**config.mk**
```make
export PLATFORM = sky130hd
export DESIGN_NAME = id_branch_fwd_tracker
export DESIGN_NICKNAME = d
export VERILOG_FILES = /design/src/rtl/idfwd_pkg.sv /design/src/rtl/idfwd_src_match.sv /design/src/rtl/id_branch_fwd_tracker.sv
export SDC_FILE = /design/constraint.sdc
export NUM_CORES = 1
export LEC_CHECK = 0
export CORE_ASPECT_RATIO = 1.2
export CORE_MARGIN = 4
export CORE_UTILIZATION = 41
export DETAILED_ROUTE_END_ITERATION = 16
export PLACE_DENSITY = 0.83
export SETUP_SLACK_MARGIN = 0.4
export SYNTH_ARGS = -nofsm -noshare
export SYNTH_HDL_FRONTEND = slang
export SYNTH_SLANG_ARGS = --single-unit
```
**constraint.sdc**
```tcl
create_clock -name clk -period 1.5 [get_ports clk]
set_input_delay 0.3 -clock clk [delete_from_list [all_inputs] [get_ports clk]]
set_output_delay 0.3 -clock clk [all_outputs]
set_load 0.05 [all_outputs]
```
**src/rtl/idfwd_pkg.sv**
```systemverilog
`default_nettype none
// ============================================================================
// Package : idfwd_pkg -- shared types/constants for the ID-stage forwarding unit
// Rev     : 1.0
// ============================================================================
package idfwd_pkg;

    // Tracker entries store destinations at this width; REG_AW must not exceed it.
    localparam int ENT_AW = 8;

    localparam int STG_RF  = 0;
    localparam int STG_EX  = 1;
    localparam int STG_MEM = 2;
    localparam int STG_WB  = 3;

    typedef struct packed {
        logic              valid;
        logic [ENT_AW-1:0] dst;
        logic              is_load;
    } entry_t;

    typedef enum logic [0:0] {
        RUN   = 1'b0,
        STALL = 1'b1
    } fsm_state_t;

    function automatic logic result_ready(input logic is_load, input int stage,
                                          input int load_ready);
        return !is_load || (stage >= load_ready);
    endfunction

endpackage
`default_nettype wire

```
**src/rtl/idfwd_src_match.sv**
```systemverilog
`default_nettype none
// ============================================================================
// Module : idfwd_src_match -- nearest-producer match for one ID source operand
// Rev    : 1.0
// ============================================================================
module idfwd_src_match
    import idfwd_pkg::*;
#(
    parameter int REG_AW     = 5,
    parameter int DEPTH      = 3,
    parameter int LOAD_READY = 2,
    parameter int SELW       = 2
) (
    input  entry_t [DEPTH-1:0] trk,
    input  logic [REG_AW-1:0]  src,
    input  logic               src_use,
    output logic [SELW-1:0]    sel,
    output logic               hazard
);

    logic found;

    // trk[0] is the EX stage; the first hit is the youngest producer.
    always_comb begin
        sel    = SELW'(STG_RF);
        hazard = 1'b0;
        found  = 1'b0;
        if (src_use && (src != '0)) begin
            for (int k = STG_EX; k <= DEPTH; k++) begin
                if (!found && trk[k-1].valid && (trk[k-1].dst == ENT_AW'(src))) begin
                    found = 1'b1;
                    if (result_ready(trk[k-1].is_load, k, LOAD_READY)) begin
                        sel = SELW'(k);
                    end else begin
                        hazard = 1'b1;
                    end
                end
            end
        end
    end

endmodule
`default_nettype wire

```
**src/rtl/id_branch_fwd_tracker.sv**
```systemverilog
`default_nettype none
// ============================================================================
// Module : id_branch_fwd_tracker -- ID-stage branch/JR forwarding and hazard unit
//          Optional stall accounting (FSM + stall_cnt) under IDFWD_STALL_CNT_EN.
// Rev    : 1.0
// ============================================================================
module id_branch_fwd_tracker
    import idfwd_pkg::*;
#(
    parameter int REG_AW     = 5,
    parameter int NUM_SRC    = 2,
    parameter int DEPTH      = 3,
    parameter int LOAD_READY = 2
) (
    input  logic                                   clk,
    input  logic                                   rst_n,
    input  logic                                   id_valid,
    input  logic                                   id_early,
    input  logic [NUM_SRC*REG_AW-1:0]              id_src,
    input  logic [NUM_SRC-1:0]                     id_src_use,
    input  logic                                   id_wr_en,
    input  logic [REG_AW-1:0]                      id_wr_dst,
    input  logic                                   id_is_load,
    input  logic                                   ex_flush,
    input  logic                                   pipe_hold,
    output logic [NUM_SRC*$clog2(DEPTH+1)-1:0]     fwd_sel,
    output logic                                   stall_out,
    output logic [15:0]                            stall_cnt
);

    localparam int SELW = $clog2(DEPTH+1);

    entry_t [DEPTH-1:0] trk;
    entry_t             new_ent;
    logic [NUM_SRC-1:0] hazard;

    // A stalled or flushed ID instruction enters EX as a bubble.
    always_comb begin
        new_ent = '0;
        if (id_valid && id_wr_en && (id_wr_dst != '0) && !stall_out && !ex_flush) begin
            new_ent.valid   = 1'b1;
            new_ent.dst     = ENT_AW'(id_wr_dst);
            new_ent.is_load = id_is_load;
        end
    end

    always_ff @(posedge clk or negedge rst_n) begin
        if (!rst_n) begin
            trk <= '0;
        end else if (!pipe_hold) begin
            for (int k = DEPTH-1; k > 0; k--) begin
                trk[k] <= trk[k-1];
            end
            trk[0] <= new_ent;
        end
    end

    for (genvar i = 0; i < NUM_SRC; i++) begin : g_src
        idfwd_src_match #(
            .REG_AW     (REG_AW),
            .DEPTH      (DEPTH),
            .LOAD_READY (LOAD_READY),
            .SELW       (SELW)
        ) u_match (
            .trk     (trk),
            .src     (id_src[i*REG_AW +: REG_AW]),
            .src_use (id_valid & id_early & id_src_use[i]),
            .sel     (fwd_sel[i*SELW +: SELW]),
            .hazard  (hazard[i])
        );
    end

    assign stall_out = |hazard;

`ifdef IDFWD_STALL_CNT_EN
    fsm_state_t  state;
    fsm_state_t  state_nx;
    logic [15:0] cnt;
    logic [15:0] cnt_nx;

    always_ff @(posedge clk or negedge rst_n) begin
        if (!rst_n) begin
            state <= RUN;
            cnt   <= 16'd0;
        end else begin
            state <= state_nx;
            cnt   <= cnt_nx;
        end
    end

    always_comb begin
        state_nx = state;
        cnt_nx   = cnt;
        if (!pipe_hold) begin
            case (state)
                RUN:     if (stall_out)  state_nx = STALL;
                STALL:   if (!stall_out) state_nx = RUN;
                default: state_nx = RUN;
            endcase
            if (stall_out && (cnt != 16'hFFFF)) begin
                cnt_nx = cnt + 16'd1;
            end
        end
    end

    assign stall_cnt = cnt;
`else
    assign stall_cnt = 16'd0;
`endif

endmodule
`default_nettype wire

```
* Word level (Yosys, flattened, before mapping)
Cells that the tools add are included.
** Storage, ports and cells
- Register bits :: 28
- Latch bits :: 0
- Memory bits (writable) :: 0
- Bits in read-only memories :: 0
- Input port bits :: 25
- Output and inout port bits :: 21
- Memories kept :: 0
** Operators by class
- Add/sub/neg operators :: 0
- Multipliers :: 0
- Div/mod/pow operators :: 0
- Magnitude comparators :: 0
- Eq/ne operators :: 6
- Shift-type cells :: 0
- Mux-type cells :: 23
- Bitwise gates (word level) :: 3
- Reductions and logical operators :: 26
** Operators by type and width (count)
- == test 8 x 5 -> 1 bit :: 6
- logical AND 1 bit :: 16
- two-way mux 2 bit :: 8
- nonzero test 5 bit :: 3
- two-way mux 1 bit :: 14
- two-way mux 10 bit :: 1
- logical NOT 1 bit :: 6
- AND 1 bit :: 3
- OR reduction 2 bit :: 1

* Depth between registers and ports, before layout
Gate-level depths: netlist (run 1).
- Word-level depth :: 14
- Mapped depth :: 5
- Gate-level depth less buffers :: 5

* Modules after synthesis
Synthesis (run 1) repeated with hierarchy kept, for this count alone.
** Unflattened totals
- Cell total of the unflattened synthesis :: 133
- Area, all modules :: 1476.4 sq um
** By module, submodules not included
- id_branch_fwd_tracker :: times used 1, cells an instance 69, area an instance 938.4 sq um, seq. area each 525.5 sq um
- idfwd_src_match :: times used 2, cells an instance 32, area an instance 269.0 sq um, seq. area each 0.0 sq um

* Least setup slack after synthesis (run 1)
OpenSTA, ideal clock, no wires.
- Path kind :: reg2out
- Start :: register trk[23] (netlist name)
- End :: output port fwd_sel[0]
- Data arrival time :: 1.802 ns
- Data required time :: 1.200 ns
- Path slack :: -0.602 ns
- Stages on the path, launching flop included :: 6
- Buffers on the path :: 0
- Cell sequence :: dfrtp_1 -> xor2_1 -> nor4_1 -> and3_1 -> nand3_1 -> a21oi_1
** On the way
- Longest elaborated chain between the ends :: 4
** Ends and longest elaborated chain
- == test 8 x 5 -> 1 bit :: line idfwd_src_match.sv:30 : if (!found && trk[k-1].valid && (trk[k-1].dst == ENT_AW'(src))) begin
- logical AND 1 bit :: line idfwd_src_match.sv:30
- two-way mux 2 bit :: line idfwd_src_match.sv:30
- two-way mux 2 bit :: line idfwd_src_match.sv:28 : if (src_use && (src != '0)) begin
- end: declaration :: line id_branch_fwd_tracker.sv:26 : output logic [NUM_SRC*$clog2(DEPTH+1)-1:0] fwd_sel,
Every way passes these cells.

* Worst setup path after layout (run 1)
- Start :: register trk[5] (netlist name)
- End :: output port stall_out
** On the way
- Longest elaborated chain between the ends :: 5
** Ends and longest elaborated chain
- == test 8 x 5 -> 1 bit :: line idfwd_src_match.sv:30
- logical AND 1 bit :: line idfwd_src_match.sv:30
- two-way mux 1 bit :: line idfwd_src_match.sv:30
- two-way mux 1 bit :: line idfwd_src_match.sv:28
- OR reduction 2 bit * :: line id_branch_fwd_tracker.sv:73 : assign stall_out = |hazard;
- end: declaration :: line id_branch_fwd_tracker.sv:27 : output logic stall_out,
Mark *: on every way between the ends. The rest lies on a longest branch, timed or not.

==> summary.txt, run 1 <==
Power
  • Leak pwr: between 0.9 and 1 nW
  • Cell Pwr Density: 594 nW/um^2
  • IR drop worst, VDD: 0.000656 V

Finish
  • Antenna Diode Count: 0
  • P&R area growth vs syn: 60.1%
  • Final Net Count: about 220
  • Final std cell area, no fill: approximately 2100 sq um
  • Ratio of cells with drive above 1 in the final layout: 44.2%
  • Flip-flop count of the largest register after layout: 19
  • Leading registers by flop count: trk x19
  • Largest register by flop count: trk

STA
  • Final hold slack: about 0.29 ns
  • Share of the cycle needed by the critical path after routing: 158%
  • Endpoints failing setup: 12
  • Number of failing hold endpoints at the final stage: 0
  • Slew Viols, Final: 0
  • Setup Skew: around 0.0074 ns
  • Highest clock rate: 0.423 GHz
  • Clock period minus worst slack: approximately 2.4 ns
  • Setup repair after global routing missed its margin: yes
  • Setup slack of the critical path after layout: -0.864 ns

Hold path
  • Hold Path Class: primary input to async pin

Yosys
  • Count of mapped cells out of synthesis: around 130
  • Synth Area per Inst: between 10 and 15 sq um
  • Share of the synthesized area in the top cell type: 35.6%
  • Number of warnings issued by yosys: 0
  • Number of library cell types mapped by synthesis: 29
  • Most area-consuming cells after synthesis: sky130_fd_sc_hd__dfrtp_1 36%, sky130_fd_sc_hd__xor2_1 14%, sky130_fd_sc_hd__mux2_2 10%
  • Cell taking the most area after synthesis: sky130_fd_sc_hd__dfrtp_1
  • Post-Synthesis Cell Area: roughly 1300 sq um
  • Flop and latch count out of synthesis: 19
  • Sequential fraction of the synthesis area: a little over a third

Flow run
  • Number of maximum-capacitance constraint violations: 0

Setup path
  • Library cell contributing the largest single delay on the critical path: sky130_fd_sc_hd__dfrtp_2
  • Arr. time, crit path: 2.06 ns
  • Endpoint required time on the critical path: ~1.2 ns
  • Critical-path maximum fanout: 2
  • Number of cells on the worst reg-to-reg path: 10
  • CP Class: flop to primary output
  • Capturing element type of the critical path: primary output
  • CP Cell Sequence: buf_6 -> xnor2_2 -> nand4_1 -> or3_4 -> o32a_4 -> clkinvlp_4 -> buf_12
  • Reg2Reg Setup Slack: -0.80 ns
  • Endpoint of the lowest-slack register-to-register path: trk[9]
  • RR Startpoint: trk[5]
  • Peak per-stage delay on the critical path: roughly 0.45 ns
  • Category of the worst setup path launch point: flop

Placement
  • Final GP Congestion: between 0.9 and 1
  • Post-place instance area: roughly 1900 sq um
  • Worst Setup Slack post-DPL: -0.908 ns
  • Post-DP HPWL: between 2 and 3 mm
  • Port bufs: 29

Clock tree
  • Clock tree from TritonCTS: yes
  • Total clock buffers created by CTS: 3
  • Clock transition time at the flip-flop clock pins of the worst setup and hold paths: 0.11 ns
  • H-tree Lvls: 1
  • Clock sink count: 19
  • Buffer levels on the longest clock path: 2
  • Insertion delay of the later-clocked pin in the worst-skew pair: 0.33 ns
  • Library cell used as clock root buffer: sky130_fd_sc_hd__clkbuf_4

Floorplanning
  • Die outline width: between 60 and 70 microns
  • Area of the die: ~4200 sq um
  • Die span in y: 70.5 microns
  • Row count: 22
  • Placeable core area: 3080 sq um
  • Effective utilization at floorplan: between 40% and 50%
  • Top-level port count: 46

Drt
  • Count of vias placed by the detailed router: between 1000 and 1500
  • Number of optimization iterations in the first detailed-route pass: 4
  • Post-DRT Antenna Nets: 0
  • Vias per cell: 5.41
  • Number of DRC violations after detailed-routing iteration 0: 49
  • Remaining design rule violation count: 0
  • Aggregate routed wire length: around 4.3 mm
  • Mean routed wirelength per cell: between 15 and 20 microns

Global routing
  • Number of antenna violations at the first check in global routing: 0
  • GRT Util Overall: a little over a fifth
  • Number of global-route vias before repair: ~1400
  • Global-route wire length before repair: 6.67 mm
  • Maximum number of pins on one net before global-route repair: 20
  • Congestion Overflow GR: 0

Run status
  • Outcome: complete, but fails checks
  • Violations in the final reports: negative setup slack
metrics by stage:
step / std cells / power [mW] / setup TNS (ns) / util (%)
final: 233 / 1.27 / -9.36 / 69.3
after global routing: 233 / 1.32 / -10.26 / 69.3
after CTS: 229 / 1.23 / -8.75 / 67.0
after detailed placement: 218 / 0.955 / -10.55 / 62.5
after global placement: 218 / 0.941 / -9.35 / 62.5
after floorplan: 142 / 0.808 / -2.59 / -
report_power, final:
group,internal (mW),switching [mW]
clock network,0.105,0.182
registers,0.538,0.0317
logic,0.178,0.234
layer usage:
layer / global-route usage (%) / part of all wire (%)
met1: 22.7 / 33
met2: 35.9 / 53
met5: 0 / 0
met4: 15.5 / 6.5
met3: 3.88 / 7.8
logic make-up after synthesis:
kind of cell	count (synthesis)	share of synthesized area (%)
XOR/XNOR	30	19.7
other	1	0.281
AO/OA/AOI/OAI	14	10.1
multiplexers	12	10.1
AND/OR/NAND/NOR	31	14.0
flip-flops	19	35.6
buffers and inverters	20	10.1
critical path: cells and delay by family, from the launching register on:
kind	cells	cell delay, ns
buffers and inverters	3	0.36
xor gates and xnor gates	1	0.11
DFF	1	0.45
and+or+nand+nor	2	0.57
AOI/OAI and AO/OA	1	0.24
timing repair:
item	CTS	global route
hold buffers	0	0
pin swaps	8	14
setup buffers	7	4
setup endpoints to repair	24	13
resized for setup	25	10
cells in the final DEF (no fill, tap or decap), drive strengths merged, types with 5 or more instances in the layout:
cell,count
a32o,6
buf,45
clkdlybuf4s50,15
conb,16
dfrtp,19
dlygate4sd2,9
mux2,12
nand3,6
nor4,5
xnor2,8
xor2,22
worst max-delay path by stage:
stage                          from    endpoint  cells past startpoint
after CTS                    trk[5]   stall_out                      6
final                        trk[5]   stall_out                      7
after global routing         trk[5]   stall_out                      7
after floorplan             trk[14]  fwd_sel[1]                      5
after global placement    id_src[5]  fwd_sel[2]                      7
after detailed placement  id_src[4]   stall_out                      7
area by class of cell:
| class | count | area, sq um |
|---|---|---|
| tap | 36 | 45.0 |
| sequential | 19 | 479 |
| multi-input combinational | 103 | 906 |
| inverter | 2 | 11.3 |
| timing repair buffer | 69 | 668 |
| fill | 212 | 947 |
| clock buffer | 4 | 26.3 |
cells in the mapped netlist:
master / instances
sky130_fd_sc_hd__or4_1: 1
sky130_fd_sc_hd__buf_1: 1
sky130_fd_sc_hd__and2_1: 2
sky130_fd_sc_hd__or3_1: 1
sky130_fd_sc_hd__a32o_1: 6
sky130_fd_sc_hd__nand3_2: 1
sky130_fd_sc_hd__nand2_1: 3
sky130_fd_sc_hd__o32a_4: 1
sky130_fd_sc_hd__buf_4: 16
sky130_fd_sc_hd__nor4_1: 4
sky130_fd_sc_hd__conb_1: 1
sky130_fd_sc_hd__clkbuf_1: 1
sky130_fd_sc_hd__and3_1: 2
sky130_fd_sc_hd__o21ai_0: 1
sky130_fd_sc_hd__a21oi_1: 3
sky130_fd_sc_hd__inv_1: 2
sky130_fd_sc_hd__nor2_1: 4
sky130_fd_sc_hd__xnor2_1: 8
sky130_fd_sc_hd__nor3_1: 4
sky130_fd_sc_hd__nand4_1: 2
sky130_fd_sc_hd__nor4_4: 1
sky130_fd_sc_hd__mux2_2: 12
sky130_fd_sc_hd__dfrtp_1: 19
sky130_fd_sc_hd__nand3_1: 5
sky130_fd_sc_hd__o2111ai_2: 1
sky130_fd_sc_hd__xor2_1: 22
sky130_fd_sc_hd__nor3b_1: 1
sky130_fd_sc_hd__a41o_1: 1
sky130_fd_sc_hd__o21a_1: 1
No activity file was read; power rests on OpenSTA's default activity.
==> inputs of run 2 (changes only) <==
--- a/config.mk
+++ b/config.mk
@@ -14,3 +14,4 @@
 export SYNTH_ARGS = -nofsm -noshare
 export SYNTH_HDL_FRONTEND = slang
 export SYNTH_SLANG_ARGS = --single-unit
+export TNS_END_PERCENT = 30
==> run 2 against run 1 <==
Net effect: the flow still finishes with violations (negative setup slack); worst hold slack improved by 0.042 ns; count of clock-buffer cells in the layout unchanged; setup slack better by 0.15 ns; final cell count decreased by 3.0%.
==> summary.txt, run 2 (synthesized netlist as in run 1, its figures left out) <==
Drt
  • Met2 routed WL: 1.99 mm
  • Routed met1 length: around 1.3 mm
  • Number of DRC violations after detailed-routing iteration 0: 22
  • Mean routed wirelength per cell: 15.7 microns
  • Vias per cell: between 5 and 6
  • Number of optimization iterations in the first detailed-route pass: 4
  • Met3 wire len: between 200 and 250 microns
  • Post-DRT Antenna Nets: 0
  • Count of vias placed by the detailed router: around 1200
  • Remaining design rule violation count: 0
  • Highest metal layer used by the detailed router: met4
  • Aggregate routed wire length: 3.56 mm

Setup path
  • Reg2Reg Setup Slack: -0.54 ns
  • Capturing element type of the critical path: primary output
  • CP Class: flop to primary output
  • Category of the worst setup path launch point: flop
  • Arr. time, crit path: around 1.9 ns
  • WP buf/inv: 2
  • Critical-path maximum fanout: 3
  • CP delay by family, top: simple AND/OR/NAND/NOR gates
  • CP Cell Sequence: xor2_1 -> nor4_4 -> nand3_2 -> o32a_4 -> clkinvlp_4 -> buf_12
  • Library cell contributing the largest single delay on the critical path: sky130_fd_sc_hd__dfrtp_1
  • Endpoint required time on the critical path: approximately 1.2 ns
  • Peak per-stage delay on the critical path: around 0.43 ns

STA
  • Clock period minus worst slack: ~2.2 ns
  • Number of failing hold endpoints at the final stage: 0
  • Final total negative setup slack: -6.91 ns
  • Slew Viols, Final: 0
  • Setup repair after global routing missed its margin: yes
  • Endpoints failing setup: 12
  • Final hold slack: approximately 0.33 ns
  • Setup slack of the critical path after layout: -0.718 ns
  • Highest clock rate: roughly 0.45 GHz
  • Share of the cycle needed by the critical path after routing: 148%
  • Setup Skew: slightly below 0.004 ns

Global routing
  • Congestion Overflow GR: 0
  • Number of global-route vias before repair: around 1300
  • GRT Util Overall: 17.8%
  • Maximum number of pins on one net before global-route repair: 20
  • Global-route wire length before repair: ~5.7 mm
  • Number of antenna violations at the first check in global routing: 0

Finish
  • Commonest non-fill, non-tap cell in the layout: sky130_fd_sc_hd__buf_4
  • Fin cells: around 230
  • Leading registers by flop count: trk x19
  • Ratio of cells with drive above 1 in the final layout: between 30 and 40%
  • Count of fill cells added during filler insertion: 245
  • Register Area: about 480 sq um
  • Flip-flop count of the largest register after layout: 19
  • P&R area growth vs syn: 51.7%
  • Commonest cells after routing, fill and taps aside: 31 x sky130_fd_sc_hd__buf_4, 21 x sky130_fd_sc_hd__xor2_1, 18 x sky130_fd_sc_hd__dfrtp_1
  • Final Net Count: roughly 220
  • Largest register by flop count: trk
  • Antenna Diode Count: 0
  • Footprint of the multi-input gates: 872 sq um
  • Final core occ: between 60% and 70%

Placement
  • Worst Setup Slack post-DPL: -1.03 ns
  • Placed Cells incl. Taps: approximately 220
  • Post-DP HPWL: about 2.8 mm
  • Final GP Congestion: ~0.9
  • Port bufs: 29

Clock tree
  • Buffer levels on the longest clock path: 2
  • Clock tree from TritonCTS: yes
  • Total clock buffers created by CTS: 3
  • H-tree Lvls: 1
  • Quantity of hold-fixing buffers added after cts: 0
  • Clock sink count: 19
  • Clock transition time at the flip-flop clock pins of the worst setup and hold paths: approximately 0.11 ns
  • Insertion delay of the later-clocked pin in the worst-skew pair: about 0.3 ns
  • Library cell used as clock root buffer: sky130_fd_sc_hd__clkbuf_4

Floorplanning
  • Row count: 22
  • Effective utilization at floorplan: 43.3%
  • Area of the die: about 4200 sq um
  • Die span in y: a little over 70 microns
  • Die outline width: about 60 microns
  • Top-level port count: 46
  • Placeable core area: between 3000 and 4000 sq um

Power
  • Cell Pwr Density: approximately 600 nW/um^2
  • Leak pwr: between 0.9 and 1 nW
  • IR drop worst, VDD: about 0.00058 V

Run status
  • Violations in the final reports: negative setup slack
  • Outcome: complete, but fails checks

Hold path
  • Hold Path Class: primary input to async pin

Flow run
  • Number of maximum-capacitance constraint violations: 0
-- run 2: cell count changes in the layout (fill, tap and decap cells not counted), moves of 2 or more --
cell and change:
sky130_fd_sc_hd__dfrtp_2 -2, sky130_fd_sc_hd__buf_6 -6, sky130_fd_sc_hd__xnor2_1 +2, sky130_fd_sc_hd__nand3_2 +2
sky130_fd_sc_hd__xnor2_2 -2, sky130_fd_sc_hd__dfrtp_1 +2
-- run 2: metrics by stage --
stage | power [mW] | cell area (sq um)
6_report | 1.22 | 2020
5_1_grt | 1.28 | 2020
4_1_cts | 1.22 | 1990
3_5_place_dp | 0.952 | 1910
3_3_place_gp | 0.939 | 1910
2_1_floorplan | 0.805 | 1430
-- run 2: metal layers --
layer / up-vias / track usage [%]
met4: 0 / 5.42
met5: - / 0
met3: 6 / 2.22
li1: 545 / -
met2: 54 / 32.5
met1: 581 / 20.6
-- run 2: where the power goes --
part,switching [mW],leakage [nW],internal [mW]
Clock,0.155,0.0150,0.104
Sequential,0.0314,0.259,0.538
Combinational,0.223,0.668,0.168
-- run 2: worst paths after layout --
| check | end | from | cells past startpoint |
|---|---|---|---|
| max reg2reg | trk[1] | trk[2] | 7 |
| max in group asynchronous | trk[5] | rst_n | 2 |
| min | trk[29] | rst_n | 2 |
| min in group clk | trk[29] | trk[29] | 1 |
| max | stall_out | trk[2] | 6 |
| min reg2reg | trk[29] | trk[29] | 1 |
-- run 2: final cells by class --
class / count / area share (%)
multi-input combinational: 103 / 43.1
inverter: 2 / 0.557
timing repair buffer: 62 / 29.3
sequential: 19 / 23.6
tap: 36 / 2.23
clock buffer: 4 / 1.30
-- run 2: timing repair --
item                                    CTS  global route
pin swaps                                11             6
endpoints found under the setup margin   24            13
resized for setup                        18             6
setup buffers                             5             0
==> inputs of run 3 (changes only) <==
--- a/config.mk
+++ b/config.mk
@@ -5,9 +5,11 @@
 export SDC_FILE = /design/constraint.sdc
 export NUM_CORES = 1
 export LEC_CHECK = 0
+export CAP_MARGIN = 25
 export CORE_ASPECT_RATIO = 1.2
 export CORE_MARGIN = 4
 export CORE_UTILIZATION = 41
+export CTS_CLUSTER_DIAMETER = 150
 export DETAILED_ROUTE_END_ITERATION = 16
 export PLACE_DENSITY = 0.83
 export SETUP_SLACK_MARGIN = 0.4
==> results of run 3 <==
Same layout as run 2: the final DEF is identical, and so are final timing and power.
